==> src/rtl/astro_arena_if.sv <==
// Player, spawn and status bundle between the board wrapper and astro_arena.
// master: board wrapper side (drives player input, spawns, debug select).
// slave : astro_arena side (drives game status, score, occupancy, debug view).
interface astro_arena_if #(
    parameter int unsigned N_AST   = 4,
    parameter int unsigned COORD_W = 4
);
    logic               iniciar;
    logic [5:0]         jogada;
    logic               spawn_valid;
    logic [COORD_W-1:0] spawn_x;
    logic [COORD_W-1:0] spawn_y;
    logic               spawn_ready;
    logic [2:0]         db_sel;
    logic               tiro;
    logic               acertou;
    logic               colisao;
    logic               perdeu;
    logic [3:0]         vidas;
    logic [7:0]         pontos;
    logic [N_AST-1:0]   ativos;
    logic [3:0]         db_estado;
    logic [COORD_W-1:0] db_ast_x;
    logic [COORD_W-1:0] db_ast_y;

    modport master (
        output iniciar, jogada, spawn_valid, spawn_x, spawn_y, db_sel,
        input  spawn_ready, tiro, acertou, colisao, perdeu, vidas, pontos,
               ativos, db_estado, db_ast_x, db_ast_y
    );

    modport slave (
        input  iniciar, jogada, spawn_valid, spawn_x, spawn_y, db_sel,
        output spawn_ready, tiro, acertou, colisao, perdeu, vidas, pontos,
               ativos, db_estado, db_ast_x, db_ast_y
    );
endinterface

==> src/rtl/astro_arena.sv <==
// Multi-asteroid game core: asteroids converge on a ship at grid centre;
// resolves directional shots, one special per game, collisions and lives.
// Ports: clock, reset (sync, active-low), bus (astro_arena_if.slave) carrying
// player input, spawn handshake, score/lives/occupancy and debug view.
module astro_arena #(
    parameter int unsigned N_AST     = 4,
    parameter int unsigned COORD_W   = 4,
    parameter int unsigned VIDAS_INI = 3,
    parameter int unsigned PERIODO   = 4
) (
    input  logic         clock,
    input  logic         reset,
    astro_arena_if.slave bus
);
    localparam int unsigned CNT_W = $clog2(PERIODO);
    localparam int unsigned KW    = 4;
    localparam logic [COORD_W-1:0] C = COORD_W'(2 ** (COORD_W - 1));

    typedef enum logic [1:0] {IDLE = 2'd0, PREPARA = 2'd1, JOGANDO = 2'd2, FIM = 2'd3} estado_t;

    estado_t estado, estado_nx;
    logic em_prepara, em_jogo, em_fim;

    logic [1:0]         hist_q;     // previous jogada[5:4] for edge detection
    logic               spec_used;
    logic [CNT_W-1:0]   cnt;
    logic [N_AST-1:0]   ativos_q;
    logic [COORD_W-1:0] ast_x [N_AST];
    logic [COORD_W-1:0] ast_y [N_AST];
    logic [3:0]         vidas_q;
    logic [7:0]         pontos_q;
    logic               tiro_q, acertou_q, colisao_q;
    logic [COORD_W-1:0] db_x_q, db_y_q;

    logic               spawn_ready;
    logic [3:0]         dir;
    logic               dir_ok, fire_shot, fire_spec, tick, spawn_go, found, taken;
    logic [N_AST-1:0]   kill, col, ativos_d;
    logic [KW-1:0]      n_kill, n_col;
    logic [COORD_W-1:0] x_d [N_AST];
    logic [COORD_W-1:0] y_d [N_AST];
    logic [3:0]         vidas_d;
    logic [7:0]         pontos_d;
    logic [8:0]         pts_sum;
    logic [CNT_W-1:0]   cnt_d;
    logic [COORD_W-1:0] db_x_d, db_y_d;

    // One step toward the centre on a single axis
    function automatic logic [COORD_W-1:0] step(input logic [COORD_W-1:0] v);
        if (v < C)      return v + COORD_W'(1);
        else if (v > C) return v - COORD_W'(1);
        else            return v;
    endfunction

    // Asteroid lies on the half-axis selected by the one-hot direction
    function automatic logic mira(input logic [COORD_W-1:0] x, input logic [COORD_W-1:0] y,
                                  input logic [3:0] d);
        return (d[0] && x == C && y < C) || (d[1] && x == C && y > C) ||
               (d[2] && y == C && x < C) || (d[3] && y == C && x > C);
    endfunction

    // State register
    always_ff @(posedge clock) begin
        if (!reset) estado <= IDLE;
        else        estado <= estado_nx;
    end

    // Next-state logic
    always_comb begin
        estado_nx = estado;
        case (estado)
            IDLE:    if (bus.iniciar) estado_nx = PREPARA;
            PREPARA: estado_nx = JOGANDO;
            JOGANDO: if (vidas_d == 4'd0) estado_nx = FIM;
            FIM:     if (bus.iniciar) estado_nx = PREPARA;
            default: estado_nx = IDLE;
        endcase
    end

    // State decode
    always_comb begin
        em_prepara = 1'b0;
        em_jogo    = 1'b0;
        em_fim     = 1'b0;
        case (estado)
            PREPARA: em_prepara = 1'b1;
            JOGANDO: em_jogo    = 1'b1;
            FIM:     em_fim     = 1'b1;
            default: ;
        endcase
    end

    assign spawn_ready = em_jogo && !(&ativos_q);

    // Per-cycle resolution: kills, movement, collisions, spawn, counters
    always_comb begin
        dir       = bus.jogada[3:0];
        dir_ok    = (dir != 4'd0) && ((dir & (dir - 4'd1)) == 4'd0);
        fire_shot = em_jogo && bus.jogada[5] && !hist_q[1] && dir_ok;
        fire_spec = em_jogo && bus.jogada[4] && !hist_q[0] && !spec_used;
        tick      = em_jogo && (cnt == CNT_W'(PERIODO - 1));
        spawn_go  = bus.spawn_valid && spawn_ready && !((bus.spawn_x == C) && (bus.spawn_y == C));
        kill      = '0;
        col       = '0;
        found     = 1'b0;
        taken     = 1'b0;
        n_kill    = '0;
        n_col     = '0;
        ativos_d  = ativos_q;
        db_x_d    = '0;
        db_y_d    = '0;

        for (int i = 0; i < int'(N_AST); i++) begin
            x_d[i] = ast_x[i];
            y_d[i] = ast_y[i];
            if (fire_shot && !found && ativos_q[i] && mira(ast_x[i], ast_y[i], dir)) begin
                kill[i] = 1'b1;
                found   = 1'b1;
            end
        end
        if (fire_spec) kill = kill | ativos_q;

        for (int i = 0; i < int'(N_AST); i++) begin
            n_kill = n_kill + KW'(kill[i]);
            if (tick && ativos_q[i] && !kill[i]) begin
                x_d[i] = step(ast_x[i]);
                y_d[i] = step(ast_y[i]);
            end
            if (em_jogo && ativos_q[i] && !kill[i] && x_d[i] == C && y_d[i] == C)
                col[i] = 1'b1;
            n_col = n_col + KW'(col[i]);
        end

        if (em_jogo) ativos_d = ativos_q & ~kill & ~col;

        // Spawn picks from slots free at cycle start, so same-cycle frees wait a cycle
        for (int i = 0; i < int'(N_AST); i++) begin
            if (spawn_go && !taken && !ativos_q[i]) begin
                ativos_d[i] = 1'b1;
                x_d[i]      = bus.spawn_x;
                y_d[i]      = bus.spawn_y;
                taken       = 1'b1;
            end
        end

        pts_sum  = 9'(pontos_q) + 9'(n_kill);
        vidas_d  = vidas_q;
        pontos_d = pontos_q;
        cnt_d    = cnt;
        if (em_jogo) begin
            vidas_d  = (vidas_q > n_col) ? vidas_q - n_col : 4'd0;
            pontos_d = (pts_sum > 9'd255) ? 8'd255 : pts_sum[7:0];
            cnt_d    = tick ? '0 : cnt + CNT_W'(1);
        end else if (em_prepara) begin
            ativos_d = '0;
            vidas_d  = 4'(VIDAS_INI);
            pontos_d = '0;
            cnt_d    = '0;
        end

        // Debug view tracks the slot contents being registered this edge
        for (int i = 0; i < int'(N_AST); i++) begin
            if (bus.db_sel == 3'(i) && ativos_d[i]) begin
                db_x_d = x_d[i];
                db_y_d = y_d[i];
            end
        end
    end

    // Datapath registers
    always_ff @(posedge clock) begin
        if (!reset) begin
            hist_q    <= '0;
            spec_used <= 1'b0;
            cnt       <= '0;
            ativos_q  <= '0;
            vidas_q   <= '0;
            pontos_q  <= '0;
            tiro_q    <= 1'b0;
            acertou_q <= 1'b0;
            colisao_q <= 1'b0;
            db_x_q    <= '0;
            db_y_q    <= '0;
            for (int i = 0; i < int'(N_AST); i++) begin
                ast_x[i] <= '0;
                ast_y[i] <= '0;
            end
        end else begin
            hist_q    <= bus.jogada[5:4];
            spec_used <= em_prepara ? 1'b0 : (spec_used | fire_spec);
            cnt       <= cnt_d;
            ativos_q  <= ativos_d;
            vidas_q   <= vidas_d;
            pontos_q  <= pontos_d;
            tiro_q    <= fire_shot | fire_spec;
            acertou_q <= |kill;
            colisao_q <= |col;
            db_x_q    <= db_x_d;
            db_y_q    <= db_y_d;
            for (int i = 0; i < int'(N_AST); i++) begin
                ast_x[i] <= x_d[i];
                ast_y[i] <= y_d[i];
            end
        end
    end

    assign bus.spawn_ready = spawn_ready;
    assign bus.tiro        = tiro_q;
    assign bus.acertou     = acertou_q;
    assign bus.colisao     = colisao_q;
    assign bus.perdeu      = em_fim;
    assign bus.vidas       = vidas_q;
    assign bus.pontos      = pontos_q;
    assign bus.ativos      = ativos_q;
    assign bus.db_estado   = {2'b00, estado};
    assign bus.db_ast_x    = db_x_q;
    assign bus.db_ast_y    = db_y_q;
endmodule
==> src/flat_wrapper.sv <==
// flat-port wrapper written by rule: the top's interface ports become plain ports
module astro_arena_flat 
#(
    parameter int unsigned N_AST     = 4,
    parameter int unsigned COORD_W   = 4,
    parameter int unsigned VIDAS_INI = 3,
    parameter int unsigned PERIODO   = 4
)
  (clock, reset, bus_iniciar, bus_jogada, bus_spawn_valid, bus_spawn_x, bus_spawn_y, bus_db_sel, bus_spawn_ready, bus_tiro, bus_acertou, bus_colisao, bus_perdeu, bus_vidas, bus_pontos, bus_ativos, bus_db_estado, bus_db_ast_x, bus_db_ast_y);
  astro_arena_if #(.N_AST(N_AST), .COORD_W(COORD_W)) bus_i ();
  input  logic clock;
  input  logic reset;
  input wire logic [$bits(bus_i.iniciar)-1:0] bus_iniciar;
  input wire logic [$bits(bus_i.jogada)-1:0] bus_jogada;
  input wire logic [$bits(bus_i.spawn_valid)-1:0] bus_spawn_valid;
  input wire logic [$bits(bus_i.spawn_x)-1:0] bus_spawn_x;
  input wire logic [$bits(bus_i.spawn_y)-1:0] bus_spawn_y;
  input wire logic [$bits(bus_i.db_sel)-1:0] bus_db_sel;
  output wire logic [$bits(bus_i.spawn_ready)-1:0] bus_spawn_ready;
  output wire logic [$bits(bus_i.tiro)-1:0] bus_tiro;
  output wire logic [$bits(bus_i.acertou)-1:0] bus_acertou;
  output wire logic [$bits(bus_i.colisao)-1:0] bus_colisao;
  output wire logic [$bits(bus_i.perdeu)-1:0] bus_perdeu;
  output wire logic [$bits(bus_i.vidas)-1:0] bus_vidas;
  output wire logic [$bits(bus_i.pontos)-1:0] bus_pontos;
  output wire logic [$bits(bus_i.ativos)-1:0] bus_ativos;
  output wire logic [$bits(bus_i.db_estado)-1:0] bus_db_estado;
  output wire logic [$bits(bus_i.db_ast_x)-1:0] bus_db_ast_x;
  output wire logic [$bits(bus_i.db_ast_y)-1:0] bus_db_ast_y;
  assign bus_i.iniciar = bus_iniciar;
  assign bus_i.jogada = bus_jogada;
  assign bus_i.spawn_valid = bus_spawn_valid;
  assign bus_i.spawn_x = bus_spawn_x;
  assign bus_i.spawn_y = bus_spawn_y;
  assign bus_i.db_sel = bus_db_sel;
  assign bus_spawn_ready = bus_i.spawn_ready;
  assign bus_tiro = bus_i.tiro;
  assign bus_acertou = bus_i.acertou;
  assign bus_colisao = bus_i.colisao;
  assign bus_perdeu = bus_i.perdeu;
  assign bus_vidas = bus_i.vidas;
  assign bus_pontos = bus_i.pontos;
  assign bus_ativos = bus_i.ativos;
  assign bus_db_estado = bus_i.db_estado;
  assign bus_db_ast_x = bus_i.db_ast_x;
  assign bus_db_ast_y = bus_i.db_ast_y;
  astro_arena #(.N_AST(N_AST), .COORD_W(COORD_W), .VIDAS_INI(VIDAS_INI), .PERIODO(PERIODO)) u_core (.clock(clock), .reset(reset), .bus(bus_i));
endmodule
==> config.mk <==
export PLATFORM = sky130hd
export DESIGN_NAME = astro_arena_flat
export DESIGN_NICKNAME = d
export VERILOG_FILES = /design/src/rtl/astro_arena_if.sv /design/src/rtl/astro_arena.sv /design/src/flat_wrapper.sv
export SDC_FILE = /design/constraint.sdc
export NUM_CORES = 1
export LEC_CHECK = 0
export ABC_AREA = 1
export CAP_MARGIN = 20
export CORE_MARGIN = 5
export CORE_UTILIZATION = 45
export DETAILED_ROUTE_END_ITERATION = 10
export PLACE_DENSITY = 0.73
export RECOVER_POWER = 25
export SYNTH_ARGS = -nofsm -noshare
export SYNTH_HDL_FRONTEND = slang
export SYNTH_SLANG_ARGS = --single-unit
export TNS_END_PERCENT = 30
==> constraint.sdc <==
create_clock -name clock -period 5.45 [get_ports clock]
set_input_delay 1.09 -clock clock [delete_from_list [all_inputs] [get_ports clock]]
set_output_delay 1.09 -clock clock [all_outputs]
set_load 0.05 [all_outputs]
Yosys cells after proc, flatten, opt, wreduce, memory -nomap -nowiden
Memories as Yosys holds them, arrays and structs flattened.
Cells that the tools add are included.
{"block": "totals", "ff_bits": 34, "latch_bits": 0, "ram_bits": 32, "rom_bits": 0, "in_bits": 21, "out_inout_bits": 33, "wordCells": 321, "memories": 2}
{"name": "u_core.ast_x", "words": 4, "width": 4, "read_ports": 4, "rd_clocked_by_memory_dff": 0, "wr": 4, "line_no": "astro_arena.sv:28", "text": "logic [COORD_W-1:0] ast_x [N_AST];"}
{"name": "u_core.ast_y", "words": 4, "width": 4, "read_ports": 4, "rd_clocked_by_memory_dff": 0, "wr": 4, "line_no": "astro_arena.sv:29", "text": "logic [COORD_W-1:0] ast_y [N_AST];"}
{"block": "op_classes", "add_sub_neg": 26, "n_mul": 0, "div_mod_pow": 0, "n_lt_le_gt_ge": 18, "n_eq_ne": 27, "shift": 0, "n_mux": 86, "bitwise": 17, "n_reduce_logical": 133}
{"cell": "$mux 4", "n": 55}
{"cell": "$logic_and 1x1->1", "n": 90}
{"cell": "$eq 4x4->1 const B", "n": 18}
{"cell": "$sub 4x1->4 const B", "n": 9}
{"cell": "$add 4x1->4 const B", "n": 8}
{"cell": "$gt 4x4->1 const B", "n": 8}
{"cell": "$lt 4x4->1 const B", "n": 8}
{"cell": "$mux 8", "n": 3}
{"cell": "$mux 1", "n": 22}
{"cell": "$logic_not 1->1", "n": 19}
{"cell": "$add 4x1->4", "n": 4}
{"cell": "$and 4x4->4", "n": 3}
{"cell": "$logic_or 1x1->1", "n": 12}
{"cell": "$mux 2", "n": 5}
{"cell": "$or 1x1->1", "n": 10}
{"cell": "$add 8x4->9", "n": 1}
{"cell": "$gt 9x8->1 const B", "n": 1}
{"cell": "$logic_not 4->1", "n": 2}
{"cell": "$not 4->4", "n": 2}
{"cell": "$reduce_or 4->1", "n": 2}
{"cell": "$eq 2x2->1 const B", "n": 3}
{"cell": "$eq 3x2->1 const B", "n": 2}
{"cell": "$pmux 2 s3", "n": 1}
{"cell": "$add 1x1->2", "n": 2}
{"cell": "other kinds (15)", "n": 17}

Longest topological paths before layout
Gate-level depths: netlist of the first run.
An unclocked memory read counts as a cell.
{"block": "depth", "ltp_word": 44, "mapped_depth": 36, "ltp_nobuf": 36}

Least setup slack after synthesis of the first run
No wires, ideal clock.
{"block": "synth_path", "path_type": "in2reg", "startpoint": "input bus_jogada[3]", "endpoint": "register u_core.estado[0]", "setup_time_ns": 0.126, "arrival_ns": 5.120, "required_ns": 5.324, "slack_ns": 0.204, "stages": 28, "path_buffers": 0, "cell_sequence": "nand2_1 -> nand2_1 -> nor2_1 -> nand3_2 -> nor2_4 -> nand2_4 -> nand2_4 -> o21a_1 -> inv_1 -> nor3_1 -> nand3_1 -> nor3_1 -> nand4_1 -> inv_1 -> ha_1 -> fa_1 -> ha_1 -> inv_1 -> fa_1 -> nand3_1 -> nand3_1 -> nand3_1 -> inv_1 -> a221o_1 -> o41ai_1 -> o21ai_0 -> o21ai_0 -> a21oi_1"}
{"block": "synth_via", "elab_chain_cells": 39, "word_cells_on_any_way": 90, "cone_classes": "add/sub: 5; order compare: 1; eq/ne: 9; mux: 21; bitwise: 2; reduce/logical: 52"}
{"item": "from (decl)", "line_no": "flat_wrapper.sv:14", "text": "input wire logic [$bits(bus_i.jogada)-1:0] bus_jogada;"}
{"item": "$sub 4x1->4", "line_no": "astro_arena.sv:98", "text": "dir_ok = (dir != 4'd0) && ((dir & (dir - 4'd1)) == 4'd0);"}
{"item": "$and 4x4->4", "line_no": "astro_arena.sv:98"}
{"item": "$logic_not 4->1", "line_no": "astro_arena.sv:98"}
{"item": "$logic_and 1x1->1", "line_no": "astro_arena.sv:98"}
{"item": "$logic_and 1x1->1", "line_no": "astro_arena.sv:99", "text": "fire_shot = em_jogo && bus.jogada[5] && !hist_q[1] && dir_ok;"}
{"item": "$logic_and 1x1->1 (2 in series)", "line_no": "astro_arena.sv:116", "text": "if (fire_shot && !found && ativos_q[i] && mira(ast_x[i], ast_y[i], dir)) begin"}
{"item": "$mux 1", "line_no": "astro_arena.sv:116"}
{"item": "$logic_not 1->1", "line_no": "astro_arena.sv:116"}
{"item": "(+16 left out)"}
{"item": "parallel branches: the longest is 7 deep, another holds $add 4x1->4"}
{"item": "$add 4x1->4 *", "line_no": "astro_arena.sv:131", "text": "n_col = n_col + KW'(col[i]);"}
{"item": "$sub 4x4->4 / $gt 4x4->1 (equally long branches)", "line_no": "astro_arena.sv:151", "text": "vidas_d = (vidas_q > n_col) ? vidas_q - n_col : 4'd0;"}
{"item": "$mux 4 *", "line_no": "astro_arena.sv:151"}
{"item": "$mux 4 *", "line_no": "astro_arena.sv:150", "text": "if (em_jogo) begin"}
{"item": "$logic_not 4->1 *", "line_no": "astro_arena.sv:74", "text": "JOGANDO: if (vidas_d == 4'd0) estado_nx = FIM;"}
{"item": "$ne 2x1->1 (no line) *"}
{"item": "$reduce_and 2->1 (no line) *"}
{"item": "to (signal assigned)", "line_no": "astro_arena.sv:65", "text": "else estado <= estado_nx;"}
{"item": "to (decl)", "line_no": "astro_arena.sv:21", "text": "estado_t estado, estado_nx;"}
Every way passes the cells marked *.
A chain may end at the register's enable or synchronous reset.

Worst setup path in the final report of the first run
{"block": "layout_path", "startpoint": "input bus_jogada[5]", "endpoint": "register u_core.estado[1]"}
{"block": "layout_via", "elab_chain_cells": 37, "word_cells_on_any_way": 75, "cone_classes": "add/sub: 4; order compare: 1; eq/ne: 9; mux: 21; bitwise: 1; reduce/logical: 39"}
{"item": "$logic_and 1x1->1 * (3 in series)", "line_no": "astro_arena.sv:99"}
{"item": "$logic_and 1x1->1 (2 in series)", "line_no": "astro_arena.sv:116"}
{"item": "$mux 1", "line_no": "astro_arena.sv:116"}
{"item": "$logic_not 1->1", "line_no": "astro_arena.sv:116"}
{"item": "$logic_and 1x1->1 (3 in series)", "line_no": "astro_arena.sv:116"}
{"item": "$mux 1", "line_no": "astro_arena.sv:116"}
{"item": "$logic_not 1->1", "line_no": "astro_arena.sv:116"}
{"item": "$logic_and 1x1->1 (3 in series)", "line_no": "astro_arena.sv:116"}
{"item": "(+8 left out)"}
{"item": "parallel branches: the longest is 7 deep, another holds $add 4x1->4"}
{"item": "$add 4x1->4 *", "line_no": "astro_arena.sv:131"}
{"item": "$sub 4x4->4 / $gt 4x4->1 (equally long branches)", "line_no": "astro_arena.sv:151"}
{"item": "$mux 4 *", "line_no": "astro_arena.sv:151"}
{"item": "$mux 4 *", "line_no": "astro_arena.sv:150"}
{"item": "$logic_not 4->1 *", "line_no": "astro_arena.sv:74"}
{"item": "$ne 2x1->1 (no line) *"}
{"item": "$reduce_and 2->1 (no line) *"}
Marks and branches as above.

==> qor.csv, run 1 <==
stage,metric,value,unit
pwr,VDD IR max,371,uV
logic_synthesis,syn_area_per_cell,6.25,sq um
sta,Tightest Pin Transition,1.04,ns
die,Die Ht,122,um
route,DRC,0,
clock_tree,CTS H-tree lvls,3,
grt,vias in the first global route,6035,
die,die area,14900,sq um
clock_tree,Clock Latency Late Sink,0.35,ns
grt,gr usage total,24.6,%
status,status,completed,
setup_path,worst path arrival time,5.49,ns
sta,crit path time final,5.32,ns
route,Antenna Nets Post-Route,0,
final_layout,Layout area overhead,30.8,%
grt,first-pass GRT wire length,28.8,mm
sta,fmax,188,MHz
clock_tree,Clock Sink Count,66,
logic_synthesis,number of synthesized register bits,66,
sta,Pins Over Slew Limit,0,
run,max-cap violations,0,
route,vias per cell,5.32,
setup_path,largest fanout on the critical path,7,
clock_tree,CTS Root Cell,clkbuf_16,
sta,final period utilization,97.5,%
sta,Slew HR,30.9,%
clock_tree,Clock Path Buffers,2,
route,WL final,18.3,mm
logic_synthesis,Yosys Warn Count,0,
logic_synthesis,Yosys cell types,48,
final_layout,share of cells above drive strength 1,20.0,%
route,initial drt markers,521,
clock_tree,CTS tree,built,
sta,setup violators final,0,
setup_path,Setup crit start kind,primary input,
sta,clk_skew,0.0125,ns
final_layout,Finished Core Util,59.4,%
die,die width,122,um
placed_design,Port Buffers,51,
final_layout,"commonest cells after routing, fill and taps aside","202 x nand2_1, 127 x inv_1, 105 x nor2_1",
final_layout,"commonest non-fill, non-tap cell in the layout",nand2_1,
clock_tree,Clock transition at path regs,0.06,ns
die,# rows,41,
route,DR WL/cell,15.2,um
sta,final hold violations,0,
pwr,Final Power,1.84,mW
pwr,static leakage,3.64,nW
logic_synthesis,Post-synth EDFFs,0,
grt,initial antenna violation count,0,
setup_path,Setup CP Type,in2reg,
die,Ports,54,
final_layout,ant diodes,0,
sta,setup TNS,0,ns
route,TritonRoute pass-1 iters,5,
die,initial core utilization,45.4,%
grt,grt total ovfl,0,
hold_path,Worst Hold Class,reg2reg,
setup_path,Worst EP required,5.62,ns
setup_path,CP Capture Type,register,
final_layout,Final nets,1090,
pwr,PwrDens,249,nW/um^2
grt,largest net degree at the start of global routing,55,
logic_synthesis,Post-synth ARST share,0,%
placed_design,GPL Wtd Cong,0.937,
placed_design,DP Wirelength,13.6,mm
die,Core Region,12500,sq um
clock_tree,CTS Buf Count,9,
logic_synthesis,sequential share of the synthesized area,23.4,%
logic_synthesis,Syn Inst Count,905,
route,vias,6427,
logic_synthesis,Mapped Area,5660,sq um
logic_synthesis,top_reg_cell synth,dfxtp_1,
through the flow:
step / cell area (sq um) / cells / hold WS (ns) / setup WS, ns
3_5_place_dp: 6860 / 1185 / 0.472 / -0.870
5_1_grt: 7400 / 1209 / 0.499 / -0.0847
6_report: 7400 / 1209 / 0.483 / 0.134
3_3_place_gp: 6860 / 1185 / 0.457 / -0.631
2_1_floorplan: 5660 / 906 / 0.449 / 0.204
4_1_cts: 7290 / 1205 / 0.481 / 0.00402
flip-flops by register name (all words and copies together), names as in the netlist, 4 cells and up:
signal               cells
u_core.ast_x            16
u_core.ast_y            16
u_core.bus.pontos        8
u_core.bus.ativos        4
u_core.bus.db_ast_x      4
u_core.bus.db_ast_y      4
u_core.bus.vidas         4
cell type report:
type	instances	area, sq um
clock buffers	10	239
clock inverters	6	88.8
fillers	1172	5070
inverters	149	563
multi-input cells	668	3820
flip-flops and latches	66	1320
well taps	172	215
repair buffers	138	1160
what timing repair did:
action                                 in CTS  in global routing
gates resized for setup                    29                 40
setup buffers                               3                  3
setup endpoints to repair                   2                  2
cloned                                      1                  1
hold buffers                                0                  0
endpoints found under the hold margin       0                  0
pin swaps                                  14                 27
path summary, 6_finish.rpt:
kind                                       start          endpoint  slack (ns)  cells past startpoint
worst min-delay path               u_core.cnt[1]     u_core.cnt[1]        0.48                      2
worst min register to register     u_core.cnt[1]     u_core.cnt[1]        0.48                      2
worst max-delay path               bus_jogada[5]  u_core.estado[1]        0.13                     28
worst max register to register  u_core.estado[1]  u_core.estado[1]        0.23                     28
critical path, stage by stage:
cell and delay, ns:
clkbuf_2 0.09, nand3b_1 0.19, nor2_2 0.15, nand3_2 0.12, buf_4 0.17, inv_4 0.07, nand3_4 0.10, buf_4 0.17
nand4_1 0.13, nand2_1 0.11, nor3_2 0.17, nand4_1 0.21, inv_2 0.13, ha_4 0.21, fa_2 0.56, ha_4 0.14
inv_2 0.04, fa_2 0.34, nand3_2 0.09, nand3_2 0.08, nand3_2 0.11, buf_6 0.12, buf_6 0.09, o22ai_4 0.07
o41ai_2 0.37, o21ai_1 0.16, nand2_1 0.13, a21oi_2 0.07
layer usage:
metal | wire length, um | vias to the layer above | track usage [%]
li1 | - | 3220 | -
met1 | 7700 | 2911 | 30.5
met2 | 8770 | 250 | 41.1
met3 | 1220 | 46 | 5.11
met4 | 628 | 0 | 10.7
met5 | 0 | - | 0
power breakdown:
group | internal (mW) | leakage [nW] | switching, mW | total, mW
Sequential | 0.515 | 0.534 | 0.0396 | 0.554
Clock | 0.414 | 0.155 | 0.236 | 0.650
Combinational | 0.213 | 2.95 | 0.422 | 0.635
synth_stat cells, types with 13 or more instances:
| cell | count | area share (%) |
|---|---|---|
| inv_1 | 135 | 9.0 |
| o21ai_0 | 68 | 6.0 |
| nor2_1 | 107 | 7.1 |
| nor2_2 | 16 | 1.8 |
| nand4_1 | 60 | 6.6 |
| dfxtp_1 | 66 | 23 |
| nand2_1 | 208 | 14 |
| nand3_1 | 45 | 4.0 |
| a21oi_1 | 24 | 2.1 |
| ha_1 | 33 | 7.3 |
| clkbuf_1 | 13 | 0.86 |
| inv_2 | 13 | 0.86 |
| nor3_1 | 20 | 1.8 |
cell families (layout without fill, tap and decap cells):
family / Yosys count / count (layout) / synth area share, %
compound gates: 127 / 127 / 12.6
xor+xnor: 7 / 7 / 1.08
fa+ha+maj: 37 / 37 / 8.71
buf+inv: 173 / 303 / 12.5
flops: 66 / 66 / 23.4
mux: 1 / 1 / 0.199
other cells: 1 / 2 / 0.0663
simple gates: 493 / 494 / 41.5
(Power assumes the default switching activity.)
==> run 2: changes to the inputs <==
--- a/config.mk
+++ b/config.mk
@@ -14,2 +14,3 @@
 export RECOVER_POWER = 25
+export SETUP_SLACK_MARGIN = 0.5
 export SYNTH_ARGS = -nofsm -noshare
==> constraint.sdc (replaced) <==
create_clock -name clock -period 5.45 [get_ports clock]
set_input_delay 0.8175 -clock clock [delete_from_list [all_inputs] [get_ports clock]]
set_output_delay 0.8175 -clock clock [all_outputs]
set_load 0.05 [all_outputs]
==> qor.csv, run 2 (same netlist as run 1, synthesis figures left out) <==
stage,metric,value,unit
grt,vias in the first global route,5930,
final_layout,filler instances,1207,
sta,Slew HR,0.718,%
placed_design,DP Wirelength,13.5,mm
setup_path,Setup CP Type,in2reg,
placed_design,GPL Wtd Cong,1.02,
pwr,Sw Ratio,38.0,%
clock_tree,Clock Path Buffers,2,
grt,largest net degree at the start of global routing,39,
final_layout,multi-input logic area,3870,sq um
pwr,PwrDens,233,nW/um^2
grt,first-pass GRT wire length,28.5,mm
die,Die Ht,122,um
final_layout,Layout area overhead,32.1,%
final_layout,Final nets,1096,
sta,unrepaired setup endpoints after global routing,yes,
final_layout,"commonest cells after routing, fill and taps aside","195 x nand2_1, 125 x inv_1, 105 x nor2_1",
setup_path,Worst Setup SP,bus_jogada[5],
placed_design,Port Buffers,51,
pwr,VDD IR max,254,uV
die,Ports,54,
grt,gr usage total,24.2,%
setup_path,Reg2Reg Depth,29,
hold_path,WHS Path Cells,2,
hold_path,hold path start,u_core.cnt[1],
final_layout,Reg area,1340,sq um
sta,crit path time final,4.83,ns
final_layout,"commonest non-fill, non-tap cell in the layout",nand2_1,
hold_path,Worst Hold Class,reg2reg,
sta,Tightest Pin Transition,1.49,ns
sta,setup TNS,0,ns
setup_path,worst reg2reg path startpoint,u_core.estado[0],
route,WL final,18.0,mm
pwr,Clock power frac,31.0,%
clock_tree,CTS tree,built,
final_layout,share of cells above drive strength 1,22.4,%
route,Antenna Nets Post-Route,0,
sta,clk_skew,0.00520,ns
pwr,Sw Pwr,662,uW
clock_tree,CTS Root Cell,clkbuf_16,
final_layout,ant diodes,0,
clock_tree,CTS Buf Count,9,
clock_tree,Clock Sink Count,66,
pwr,static leakage,3.67,nW
sta,final period utilization,88.7,%
run,max-cap violations,0,
clock_tree,CTS H-tree lvls,3,
sta,Pins Over Slew Limit,0,
setup_path,worst path arrival time,4.99,ns
route,vias,6444,
grt,grt total ovfl,0,
clock_tree,Clock Latency Late Sink,0.34,ns
die,# rows,41,
pwr,sequential share of power,32.1,%
pwr,internal power,1.08,mW
grt,initial antenna violation count,0,
route,DR WL/cell,14.8,um
die,die area,14900,sq um
pwr,Final Power,1.74,mW
setup_path,Setup crit start kind,primary input,
sta,worst hold slack,0.468,ns
setup_path,CP Capture Type,register,
die,initial core utilization,45.4,%
route,TritonRoute pass-1 iters,5,
status,status,completed,
setup_path,Worst EP required,5.61,ns
sta,setup violators final,0,
die,die width,122,um
route,DRC,0,
sta,fmax,207,MHz
route,vias per cell,5.31,
setup_path,largest fanout on the critical path,5,
clock_tree,Clock transition at path regs,0.05,ns
die,Core Region,12500,sq um
sta,final hold violations,0,
pwr,Combinational Power Share,36.9,%
route,initial drt markers,424,
==> run 2: cell types whose count changed in the layout (fill, tap and decap cells not counted), moves of 4 or more <==
cell / change
buf_4: +6
dfxtp_1: -10
dfxtp_2: +6
dfxtp_4: +4
ha_1: -4
nand2_1: -7
nand2_2: +7
==> run 2: final timing paths <==
check	slack [ns]	to
worst max-delay path	0.62	u_core.estado[1]
worst min-delay path	0.47	u_core.cnt[1]
worst max register to register	0.63	u_core.estado[1]
worst min register to register	0.47	u_core.cnt[1]
==> run 2: worst max-delay path, stage by stage <==
cell      delay, ns
buf_6          0.07
nand3b_1       0.19
nor2_2         0.16
nand3_2        0.13
nor2_4         0.13
nand2_4        0.08
buf_6          0.13
nand3_4        0.07
nand3_4        0.10
nand2_2        0.11
nand2_2        0.06
nor3_2         0.17
nand4_1        0.15
inv_2          0.10
ha_4           0.21
fa_2           0.59
ha_4           0.13
inv_2          0.04
fa_2           0.35
nand3_2        0.09
nand3_2        0.07
nand3_2        0.09
buf_4          0.12
o221ai_1       0.17
o41ai_4        0.43
o21ai_2        0.11
nand2_1        0.07
a21oi_1        0.05
==> run 2: per-layer routing <==
| layer | vias up | share of wire, % | global-route usage (%) |
|---|---|---|---|
| met4 | 0 | 4.2 | 11.2 |
| met2 | 208 | 46 | 38.8 |
| met3 | 52 | 6.7 | 5.06 |
| met1 | 2963 | 43 | 31.4 |
| met5 | - | 0 | 0 |
| li1 | 3221 | - | - |
==> run 2: what timing repair did <==
item	CTS	global route
setup endpoints to repair	2	2
buffers inserted	10	12
resized for setup	41	68
cloned	0	2
pin swaps	19	32
hold buffers	0	0
==> run 2: final cells by class <==
class	count	area share, %
Clock inverter	2	0.167
Timing Repair Buffer	143	16.1
Tap cell	172	2.88
Inverter	149	7.60
Clock buffer	13	3.48
Multi-Input combinational cell	669	51.8
Sequential cell	66	18.0
==> run 2: power by group through the flow <==
stage | logic [mW] | registers (mW) | clock network (mW)
2_1_floorplan | 0.321 | 0.611 | 0
3_3_place_gp | 0.548 | 0.566 | 0
3_5_place_dp | 0.552 | 0.566 | 0
4_1_cts | 0.575 | 0.557 | 0.548
5_1_grt | 0.703 | 0.565 | 0.570
6_report | 0.644 | 0.560 | 0.540
==> run 2: through the flow <==
step                utilization, %  setup slack, ns  cells  area, sq um
detailed placement            54.3           -0.413   1175         6770
finish                        60.0            0.618   1214         7470
floorplan                        -            0.520    906         5670
global route                  60.0            0.404   1214         7470
global placement              54.3           -0.262   1175         6770
CTS                           57.7            0.500   1200         7200
